**src/rtl/fir_coef_loader.sv**
```systemverilog
// Double-buffered FIR coefficient loader: words stream into a shadow bank and are
// copied to the active bank (driving the mac) in a single cycle on commit.
module fir_coef_loader #(
    parameter int DATA_WIDTH = 16,
    parameter int NUM_REGS   = 4,
    localparam int CW        = $clog2(NUM_REGS + 1)
) (
    input  logic                         clk,
    input  logic                         rst,
    input  logic                         loadStart,
    input  logic signed [DATA_WIDTH-1:0] coefIn,
    input  logic                         coefValid,
    output logic                         coefReady,
    input  logic                         commit,
    output logic signed [DATA_WIDTH-1:0] coefs [0:NUM_REGS-1],
    output logic        [CW-1:0]         coefCount,
    output logic                         loadDone,
    output logic                         coefsUpdated,
    output logic                         loadError
);

    typedef enum logic [1:0] {
        StIdle = 2'd0,
        StLoad = 2'd1,
        StFull = 2'd2
    } state_t;

    state_t                       r_state;
    state_t                       w_state_d;
    logic        [CW-1:0]         r_count;
    logic        [CW-1:0]         w_count_d;
    logic                         r_err;
    logic                         w_err_d;
    logic                         r_updated;
    logic                         w_wr;
    logic                         w_commit;
    logic signed [DATA_WIDTH-1:0] r_shadow [0:NUM_REGS-1];
    logic signed [DATA_WIDTH-1:0] r_coefs  [0:NUM_REGS-1];

    always_ff @(posedge clk or posedge rst) begin
        if (rst) begin
            r_state   <= StIdle;
            r_count   <= '0;
            r_err     <= 1'b0;
            r_updated <= 1'b0;
        end else begin
            r_state   <= w_state_d;
            r_count   <= w_count_d;
            r_err     <= w_err_d;
            r_updated <= w_commit;
        end
    end

    // loadStart overrides any transfer or commit in the same cycle.
    always_comb begin
        w_state_d = r_state;
        w_count_d = r_count;
        w_err_d   = r_err;
        w_wr      = 1'b0;
        w_commit  = 1'b0;
        if (loadStart) begin
            w_state_d = StLoad;
            w_count_d = '0;
            w_err_d   = 1'b0;
        end else begin
            if (commit && (r_state != StFull)) begin
                w_err_d = 1'b1;
            end
            case (r_state)
                StLoad: begin
                    if (coefValid) begin
                        w_wr      = 1'b1;
                        w_count_d = r_count + CW'(1);
                        if (r_count == CW'(NUM_REGS - 1)) begin
                            w_state_d = StFull;
                        end
                    end
                end
                StFull: begin
                    if (commit) begin
                        w_commit  = 1'b1;
                        w_state_d = StIdle;
                    end
                end
                default: ;
            endcase
        end
    end

    always_ff @(posedge clk or posedge rst) begin
        if (rst) begin
            for (int i = 0; i < NUM_REGS; i++) begin
                r_shadow[i] <= '0;
                r_coefs[i]  <= '0;
            end
        end else begin
            for (int i = 0; i < NUM_REGS; i++) begin
                if (w_wr && (r_count == CW'(i))) begin
                    r_shadow[i] <= coefIn;
                end
                if (w_commit) begin
                    r_coefs[i] <= r_shadow[i];
                end
            end
        end
    end

    assign coefs        = r_coefs;
    assign coefCount    = r_count;
    assign coefReady    = (r_state == StLoad);
    assign loadDone     = (r_state == StFull);
    assign coefsUpdated = r_updated;
    assign loadError    = r_err;

endmodule

```
**config.mk**
```make
export PLATFORM = sky130hd
export DESIGN_NAME = fir_coef_loader
export DESIGN_NICKNAME = d
export VERILOG_FILES = /design/src/rtl/fir_coef_loader.sv
export SDC_FILE = /design/constraint.sdc
export NUM_CORES = 1
export LEC_CHECK = 0
export CORE_UTILIZATION = 55
export CTS_BUF_LIST = sky130_fd_sc_hd__clkbuf_4 sky130_fd_sc_hd__clkbuf_8
export CTS_CLUSTER_DIAMETER = 150
export DETAILED_ROUTE_END_ITERATION = 6
export GPL_TIMING_DRIVEN = 0
export PLACE_DENSITY = 0.89
export SYNTH_ARGS = -nofsm -noshare
export SYNTH_HDL_FRONTEND = slang
export SYNTH_SLANG_ARGS = --single-unit
```
**constraint.sdc**
```tcl
create_clock -name clk -period 6.55 [get_ports clk]
set_input_delay 0.9825 -clock clk [delete_from_list [all_inputs] [get_ports clk]]
set_output_delay 0.9825 -clock clk [all_outputs]
set_load 0.02 [all_outputs]
```
==> run summary <==
Summed over all nets, the switching power comes to 470.2 µW. Ranked by total cell area, the synthesized netlist is headed by sky130_fd_sc_hd__dfrtp_1 62%, sky130_fd_sc_hd__mux2_2 12%, sky130_fd_sc_hd__mux2_4 11%. Based on the critical path, the design can be clocked at up to 359.7 MHz.

In this design, the stage delay of the slowest critical-path cell is 0.60 ns. The logs give 0 for the number of setup violations in the final report and 0 for the quantity of gates resized following cts. The run gives 24 as the post-synthesis cell type count. The H-tree was split into 4 levels. Setup repair after global routing left no endpoint under its margin. The actual slew at the worst max-slew pin came out at 0.4842 ns. In the routed layout, each cell is associated on average with a via count of 5.205.

Dividing total power by cell area gives a power density of 285.1 nW/µm². After detailed routing, the average wire length per cell comes to 18.27 µm. The pre-antenna-repair detailed-routing pass consisted of 4 iterations. Counting every net in the synthesized netlist gives 341. By area, the combinational part of the netlist is dominated by multiplexers. The fraction of post-synthesis cell area in the top cell type by area works out to 0.6230.

The count of nets left with antenna violations once routing finished came out at 0. The number of antenna violations at the first check in global routing is 0, and the clock period minus worst slack is 2.780 ns. The core occupancy in the finished layout came out at 0.7330. The cell taking the most area after synthesis is sky130_fd_sc_hd__dfrtp_1. Buffers placed on the I/O ports in this run total 89. The logs give 5423 µm² for the post-synthesis instance area and 0 for the total count of max-transition violations in the final report.

CTS sink count: 135. STA classifies the critical path endpoint as a primary output. The critical path contains buffers and inverters numbering 2 combined. Mean post-synth cell area: 17.21 µm². The critical path is of the reg -> out type.

The number of I/O pins was 92; the die outline area was 10,260 µm². The die is 101.3 µm wide. The clock arrives with 0.01142 ns of skew.

In this run, synthesis produced a sequential element count of 135. The tightest hold path in the finished design has a slack of 0.4853 ns. In this run, placement finished with an instance count of 534.

Summing internal, switching and leakage power gives 1968 µW. For the CTS buffer count, the log shows 17. The flow ran to the end, and the final reports show no timing, DRC or antenna violations. Maximum number of pins on one net before global-route repair: 84. The logs give 66 for the initial detailed-routing violation count and 0.6772 for the relative slew slack.

The largest individual stage delay along the critical path comes from the cell sky130_fd_sc_hd__clkdlybuf4s50_1. The tools report the worst voltage drop across the vdd grid as 0.0002071 V. After floorplanning, the core was sized to cover 9415 µm². The total global-route track usage is 0.2256. The area added between synthesis and finish was 27.27%; the worst endpoint data arrival time was 1.80 ns. The effective utilization at floorplan was 0.5759; the number of failing hold endpoints at the final stage was 0. For this design the static power due to leakage is 0.003327 µW. Yosys printed 0 warnings. The final non-filler cell total is 565. Total negative slack for setup checks: 0 ns. The wire length reported by the detailed router was 10.32 mm. For the worst-skew pair, the clock arrives at the later sink with an insertion delay of 0.43 ns. The run gives 0.6230 as the portion of the post-synthesis area used by sequential elements. The share of the synthesized netlist area taken by xor and xnor gates works out to 0.001615. The category of cells accounting for the largest share of critical-path delay is buffers and inverters. Along the worst path, the maximum fanout reaches 8. For this design, the CTS-stage hold fixing added 0 buffers.

The repair_antennas step left the layout with diodes totalling 0. For this run, design rule violations remaining after detail routing come to 0. For the weighted congestion at the end of routability-driven global placement, the log shows 0.6964. The switching fraction of total power is 0.2390.

The clock transition at the registers of the reported paths came out at 0.07 ns. Fraction of layout cells with a size suffix above 1: 0.3417. Buffer depth of the longest clock path: 2. Counting every instance in the synthesized netlist gives 315. TritonCTS built the clock tree. The critical path goes through nor2b_1, buf_6, clkdlybuf4s50_1. Number of placement rows: 35. Detailed placer's ending HPWL: 6.982 mm.

Buffers added to address setup during post-CTS repair amount to 0. STA classifies the critical path startpoint as a flop. Counting the fill cells in the layout gives 605. The number of vias after detailed routing was 2,941; the post-synthesis mux area share was 0.2935. For the wire length of the first global-routing pass, the log shows 16.91 mm. The internal power came out at 1497 µW.

In this run the worst hold path is classified as reg -> reg. The sequential share of power is 0.528, and the part of the power in the clock network is 0.344. The number of global-route vias before repair is 3,242, and the total congestion overflow is 0. The final critical-path share of the clock period was 0.4244; the portion of total power attributed to combinational logic was 0.128.

For the number of nets in the finished design, the log shows 450. The fraction of the mapped netlist area in adder cells is 0.01154, and the number of maximum-capacitance violations is 0. Measured along the y axis, the die boundary spans 101.3 µm. The post-synthesis simple-gate area fraction was 0.02284. The root buffer cell chosen for the clock tree is sky130_fd_sc_hd__clkbuf_8. The compound-gate portion of the synthesized area was 0.007614; the data required time at the worst endpoint was 5.57 ns.
-- cells by family (layout without fill, tap and decap cells) --
kind of cell	after synthesis	count (layout)
AND/OR/NAND/NOR	17	17
XOR/XNOR	1	1
flip-flops	135	135
multiplexers	128	128
buffers and inverters	22	143
AO/OA/AOI/OAI	7	7
adder cells (fa/ha/maj)	5	5
-- flip-flops by register name (all words and copies together), names as in the netlist --
register      flops
r_state           2
coefs            64
coefCount         3
loadError         1
coefsUpdated      1
r_shadow         64
-- synthesized netlist by cell type (all sizes together) --
master	n
nor2b	2
nand2	2
nand3b	1
nor3b	2
nand3	1
a21o	1
ha	5
inv	5
o21ai	1
nand4b	1
nand2b	2
mux2	128
a21oi	4
nor2	3
dfrtp	135
buf	17
a311oi	1
and3	3
xnor2	1
-- layout by cell type (no fill, tap or decap), drive strengths merged, types with 4 or more instances in the layout --
master	n
mux2	128
buf	18
a21oi	4
inv	6
clkinvlp	5
clkdlybuf4s50	89
clkbuf	20
ha	5
dfrtp	135
-- power by group through the flow --
stage          Sequential (µW)  Combinational [µW]  Clock, µW
5_1_grt                   1050                 274        726
2_1_floorplan             1030                 199          0
3_3_place_gp              1040                 240          0
3_5_place_dp              1050                 252          0
4_1_cts                   1040                 256        690
6_report                  1040                 252        678
-- per-layer routing --
| layer | wire length, µm | vias up | GRT usage | share of wire |
|---|---|---|---|---|
| met5 | 0 | - | 0 | 0 |
| met4 | 162 | 0 | 0.07804 | 0.016 |
| met3 | 498 | 16 | 0.07315 | 0.048 |
| met2 | 5074 | 79 | 0.3653 | 0.49 |
| met1 | 4588 | 1526 | 0.2883 | 0.44 |
| li1 | - | 1320 | - | - |
-- per-stage QoR --
stage	area, µm²	setup slack, ns
global route	6902	3.670
finish	6902	3.770
global placement	6475	0.4635
floorplan	5423	1.956
CTS	6902	3.737
detailed placement	6507	3.899
-- worst register-to-register path, cell delays in order, from the launching register on --
cell and delay, ns:
sky130_fd_sc_hd__dfrtp_1 0.42, sky130_fd_sc_hd__nand2b_1 0.20, sky130_fd_sc_hd__nor3b_2 0.25, sky130_fd_sc_hd__buf_4 0.26, sky130_fd_sc_hd__buf_6 0.21, sky130_fd_sc_hd__mux2_1 0.36
-- layout make-up --
cell class	count	area, µm²	share of cell area
clock inverter	11	125.1	0.01813
timing repair buffer	90	918.4	0.1331
sequential	135	3378	0.4895
buffer	17	197.7	0.02864
inverter	5	23.77	0.003445
tap	129	161.4	0.02339
clock buffer	20	269.0	0.03898
multi-input combinational	158	1828	0.2649
-- worst paths after layout --
kind / start / cells past startpoint / slack [ns] / endpoint
setup / recovery: r_state[0] / 3 / 3.77 / coefReady
hold / removal: coefs[23] / 1 / 0.49 / coefs[23]
setup reg to reg: r_state[0] / 5 / 4.72 / coefs[42]
hold reg to reg: coefs[23] / 1 / 0.49 / coefs[23]
max in group asynchronous: rst / 3 / 4.83 / coefs[55]
min in group asynchronous: rst / 2 / 0.97 / coefs[50]
No activity file was read; power rests on OpenSTA's default activity.
